### src/rtl/pipe_skid_full_pkg.sv
// Shared definitions for the registered valid/ready pipe slices:
// skid FSM encodings and the common payload width.
package pipe_skid_full_pkg;

    localparam int PIPE_DATA_W = 3;

    // 2'd3 is never entered; the FSM recovers it to EMPTY.
    typedef enum logic [1:0] {
        EMPTY = 2'd0,
        BUSY  = 2'd1,
        FULL  = 2'd2
    } skid_state_e;

    function automatic logic [1:0] state_occupancy(input skid_state_e st);
        case (st)
            BUSY:    return 2'd1;
            FULL:    return 2'd2;
            default: return 2'd0;
        endcase
    endfunction

endpackage

### src/rtl/pipe_skid_full.sv
// Fully registered pipe slice: main register drives the output, a one-entry
// skid register catches the word in flight when the downstream stalls.
module pipe_skid_full
    import pipe_skid_full_pkg::*;
#(
    parameter int DATA_W = PIPE_DATA_W
) (
    input  logic              sys_clk,
    input  logic              sys_rst_n,
    input  logic              valid_in,
    input  logic [DATA_W-1:0] data_in,
    output logic              ready_in,
    output logic              valid_out,
    output logic [DATA_W-1:0] data_out,
    input  logic              ready_out,
    output logic [1:0]        occupancy
);

    skid_state_e       state;
    logic [DATA_W-1:0] main_q;
    logic [DATA_W-1:0] skid_q;
    logic              in_fire;
    logic              out_fire;

    assign valid_out = (state != EMPTY);
    assign data_out  = main_q;
    assign occupancy = state_occupancy(state);
    assign in_fire   = valid_in & ready_in;
    assign out_fire  = valid_out & ready_out;

    // ready_in is loaded with (next state != FULL) in every branch, so the
    // upstream never sees a combinational path from ready_out.
    always_ff @(posedge sys_clk or negedge sys_rst_n) begin
        if (!sys_rst_n) begin
            state    <= EMPTY;
            main_q   <= '0;
            skid_q   <= '0;
            ready_in <= 1'b0;
        end else begin
            case (state)
                EMPTY: begin
                    ready_in <= 1'b1;
                    if (in_fire) begin
                        state  <= BUSY;
                        main_q <= data_in;
                    end
                end
                BUSY: begin
                    ready_in <= 1'b1;
                    if (in_fire && out_fire) begin
                        main_q <= data_in;
                    end else if (in_fire) begin
                        state    <= FULL;
                        skid_q   <= data_in;
                        ready_in <= 1'b0;
                    end else if (out_fire) begin
                        state <= EMPTY;
                    end
                end
                FULL: begin
                    if (out_fire) begin
                        state    <= BUSY;
                        main_q   <= skid_q;
                        ready_in <= 1'b1;
                    end else begin
                        ready_in <= 1'b0;
                    end
                end
                default: begin
                    state    <= EMPTY;
                    ready_in <= 1'b1;
                end
            endcase
        end
    end

endmodule

### config.mk
export PLATFORM = sky130hd
export DESIGN_NAME = pipe_skid_full
export DESIGN_NICKNAME = d
export VERILOG_FILES = /design/src/rtl/pipe_skid_full_pkg.sv /design/src/rtl/pipe_skid_full.sv
export SDC_FILE = /design/constraint.sdc
export NUM_CORES = 1
export LEC_CHECK = 0
export ABC_AREA = 0
export CELL_PAD_IN_SITES_DETAIL_PLACEMENT = 0
export CELL_PAD_IN_SITES_GLOBAL_PLACEMENT = 2
export CORE_MARGIN = 2
export CORE_UTILIZATION = 36
export DETAILED_ROUTE_END_ITERATION = 10
export DONT_BUFFER_PORTS = 1
export PLACE_DENSITY = 0.75
export RECOVER_POWER = 100
export SLEW_MARGIN = 5
export SYNTH_ARGS = -nofsm -noshare
export SYNTH_HDL_FRONTEND = slang
export SYNTH_SLANG_ARGS = --single-unit
### constraint.sdc
create_clock -name sys_clk -period 2 [get_ports sys_clk]
set_input_delay 0.4 -clock sys_clk [delete_from_list [all_inputs] [get_ports sys_clk]]
set_output_delay 0.4 -clock sys_clk [all_outputs]
set_load 0.1 [all_outputs]
After elaboration in Yosys (flattened, before gate mapping). Cells that the tools add are included.

Register bits after elaboration: 9. Input bits: 7. Output and inout port bits: 7. Word-level logic and storage cells: 36.

Eq/ne operators: 7. Muxes and demuxes: 15. Bitwise operators: 3. Reduce and logical (&&, ||, !) cells: 7.

Operators by type and width (number): $mux 2 (5); $mux 3 (3); $pmux 3 s3 (1); $ne 2x2->1 const B (4); $reduce_and 4->1 (2); $pmux 2 s3 (1); $pmux 2 s2 (1); $mux 1 (3); $ne 3x3->1 const B (1); $reduce_and 3->1 (1); $reduce_bool 3->1 (1); $and 1x1->1 (2); $eq 2x1->1 const B (1); $eq 2x2->1 const B (1); $logic_not 2->1 (1); $pmux 1 s2 (1); $reduce_bool 2->1 (1); $logic_and 1x1->1 (1); $not 1->1 (1).

Depth between registers and ports, before layout.
Word-level depth: 6. Mapped depth: 7. Depth with buffers taken out: 6.

Worst setup path before layout. Ideal clock, no wire load.

Path kind: flip-flop to flip-flop. Start: register state[0]. End: register main_q[0], in the netlist data_out[0]. Data arrival time: 2262 ps. Path slack: -390 ps. Cell stages (with the launch flop): 8. Path buffers: 1. Path through: dfrtp_1 -> inv_1 -> ha_1 -> buf_6 -> nor2b_1 -> a31oi_1 -> o22ai_2 -> mux2_1.

Cells in the longest elaborated chain, start to end: 5.

Ends and longest elaborated chain: start, declared (RTL line pipe_skid_full.sv:19) `skid_state_e state;`; start signal, assigned (RTL line pipe_skid_full.sv:35) `state <= EMPTY;`; start signal, assigned (RTL line pipe_skid_full.sv:44) `state <= BUSY;`; start signal, assigned (RTL line pipe_skid_full.sv:53) `state <= FULL;`; $reduce_bool 2->1 (RTL line pipe_skid_full.sv:25) `assign valid_out = (state != EMPTY);`; $and 1x1->1 (RTL line pipe_skid_full.sv:29) `assign out_fire = valid_out & ready_out;`; $logic_and 1x1->1 (RTL line pipe_skid_full.sv:50) `if (in_fire && out_fire) begin`; $ne 2x2->1 (no source line); $reduce_and 4->1 (no source line); end signal, assigned (RTL line pipe_skid_full.sv:45) `main_q <= data_in;`; end signal, assigned (RTL line pipe_skid_full.sv:51) `main_q <= data_in;`; end signal, assigned (RTL line pipe_skid_full.sv:63) `main_q <= skid_q;`; end, declared (RTL line pipe_skid_full.sv:20) `logic [DATA_W-1:0] main_q;`.

Parallel ways exist; a longest one is shown, timed or not. A chain may end at the register's enable or synchronous reset.

Final worst setup path.
Start: register state[0]. End: output port valid_out.

Cells in the longest elaborated chain, start to end: 1.

Ends and longest elaborated chain: $reduce_bool 2->1 (RTL line pipe_skid_full.sv:25); end, declared (RTL line pipe_skid_full.sv:13) `output logic valid_out,`.

No other way between the ends.

==> results by group <==
STA
  – Final hold vios: 0
  – Clock skew: ~0.0035 ns
  – Setup TNS: 0 ns
  – Slew HR: 40.5%
  – Final setup fails: 0
  – Final period utilization: a little over 90%
  – Setup slack after layout: 0.147 ns
  – Pins Over Slew Limit: 0
  – RSZ-0062 raised after global routing: no
  – WHS: 0.303 ns
  – Tmin final: 1.85 ns
  – Max frequency: 0.540 GHz
  – Actual slew at the worst max-slew pin: about 0.9 ns

Clock network
  – Clock Latency Late Sink: roughly 0.25 ns
  – Clock Tree Buf Depth: 2
  – Clk sinks: 9
  – CTS tree: yes
  – H-tree depth: 1
  – Clk root buf: clkbuf_4
  – Num CTS Buffers: 3
  – Worst-path clk slew: 0.06 ns

Final layout
  – Final instance area: 617 sq um
  – Commonest non-fill, non-tap cell in the layout: dfrtp_1
  – Layout cells sized above 1: between 30% and 40%
  – Nets: 67
  – P&R area growth vs syn: 16.3%
  – Most frequent cells in the layout: dfrtp_1, mux2_2, clkbuf_4
  – # diodes: 0

Yosys
  – Cell area after synthesis: about 530 sq um
  – Syn_nets: 58
  – Simple-Gate Fraction of Synth Area: approximately an eighth
  – Synth Area in Compound Gates: 13.4%
  – Seq cells post-synth: 9
  – Post-synthesis cell count: 48
  – Synth Area per Inst: 11.1 sq um
  – Post-synthesis xor/xnor area fraction: ~1.7%
  – Largest family of logic cells by synthesized area: multiplexers
  – YS warnings: 0
  – Multiplexer area fraction after synthesis: 19.1%
  – Seq/Total Area, Yosys: 42.5%
  – Adder-cell area share of the yosys netlist: 7.08%
  – Post-synth cell types: 20

Setup path
  – CP Max Fanout: 6
  – Crit end category: output pin
  – Worst EP required: 1.60 ns
  – Worst R2R Start: state[0]
  – WP data arrival: 1.45 ns
  – Type of origin of the critical path: flop
  – CP startpoint: state[0]
  – WS Path Type: flop to output pin

Outcome
  – Status: finished, final reports clean

Placement
  – Placer Congestion: between 0.6 and 0.7
  – Placed inst area: 583 sq um
  – DP Worst Slack: 0.234 ns
  – Port-buffer cells: 0

Drt
  – Pre-antenna DRT Iters: 2
  – DRC violations left: 0
  – Via-to-Cell Ratio: 5.39
  – Top sig layer: met3
  – Met3 wire len: 83 um
  – Starting DRC count in detailed routing: 2
  – WL final: 1030 um
  – Detail Route Antenna Nets: 0
  – Met2 WL: 508 um
  – M1 wire length: about 440 um
  – Via Count: approximately 380
  – Routed wire per std cell: between 10 and 15 um

GRT
  – Initial antenna violation count: 0
  – Gr usage total: 13.1%
  – Vias in the first global route: 412
  – Global-route wire length before repair: roughly 1800 um
  – Total global routing overflow: 0
  – Pin count of the biggest net entering global routing: 10

Floorplanning
  – Initial core utilization: 39.8%
  – Die height: 42.4 um
  – Die Width: approximately 42 um
  – FP Rows: 13
  – Die area: about 1800 sq um
  – IO Pins: 14
  – CORE AREA: 1330 sq um

Run
  – Max-cap violations: 0

Worst hold path
  – Hold Path Class: input pin to flop
  – Hold Startpoint: data_in[1]
area by class of cell:
| class | count | area, sq um |
|---|---|---|
| multi-input cells | 35 | 298 |
| repair buffers | 5 | 37.5 |
| inverters | 3 | 11.3 |
| flip-flops and latches | 9 | 225 |
| fillers | 140 | 717 |
| well taps | 15 | 18.8 |
| clock buffers | 4 | 26.3 |
state kept, by name (all words and copies together) (netlist names):
name      count
data_out      3
ready_in      1
skid_q        3
state         2
cell usage after synthesis:
cell type / n / area, sq um
a21o_1: 1 / 7.51
a21oi_1: 2 / 10.0
a31oi_1: 3 / 18.8
buf_6: 1 / 11.3
dfrtp_1: 9 / 225
ha_1: 3 / 37.5
inv_1: 3 / 11.3
mux2_1: 3 / 33.8
mux2_2: 6 / 67.6
nand2_1: 2 / 7.51
nand2_2: 1 / 6.26
nand2b_2: 1 / 8.76
nor2_1: 3 / 11.3
nor2b_1: 2 / 12.5
nor3_1: 1 / 5.00
nor3b_2: 1 / 12.5
o211ai_1: 1 / 7.51
o21ai_0: 3 / 15.0
o22ai_2: 1 / 12.5
xnor2_1: 1 / 8.76
stage by stage:
step | std cells | utilization [%]
after detailed placement | 66 | 43.7
after global routing | 71 | 46.2
after CTS | 71 | 46.4
final | 71 | 46.2
after floorplan | 48 | -
after global placement | 66 | 43.7
logic make-up after synthesis:
kind of cell,after synthesis
compound gates,11
xor+xnor,1
fa+ha+maj,3
buf+inv,4
flops,9
mux,9
simple gates,11
path summary, 6_finish.rpt:
check                         endpoint  depth (start not counted)  slack [ns]
max                          valid_out                          4        0.15
min                          skid_q[1]                          1        0.30
max reg2reg                data_out[0]                          5        0.23
min reg2reg                  skid_q[1]                          1        0.51
max in group asynchronous     state[1]                          1        1.20
min in group asynchronous    skid_q[0]                          1        0.51
timing repair:
item | 4_1_cts | 5_1_grt
hold buffers | 1 | 0
gates resized for setup | 0 | 0
buffers inserted | 0 | 0
endpoints found under the hold margin | 9 | 0
critical path: stages (launching register included):
cell and delay [ns]:
dfrtp_1 0.39, inv_1 0.12, ha_1 0.29, inv_1 0.08, clkbuf_4 0.32
layer usage:
| metal | up-vias | GRT usage, % |
|---|---|---|
| met5 | - | 0 |
| li1 | 185 | - |
| met4 | 0 | 7.50 |
| met2 | 13 | 21.8 |
| met3 | 0 | 2.59 |
| met1 | 185 | 15.6 |
Power is left out: the tool's default activity adds up to more than one toggle a clock period on the data nets, which glitch-free logic cannot reach.
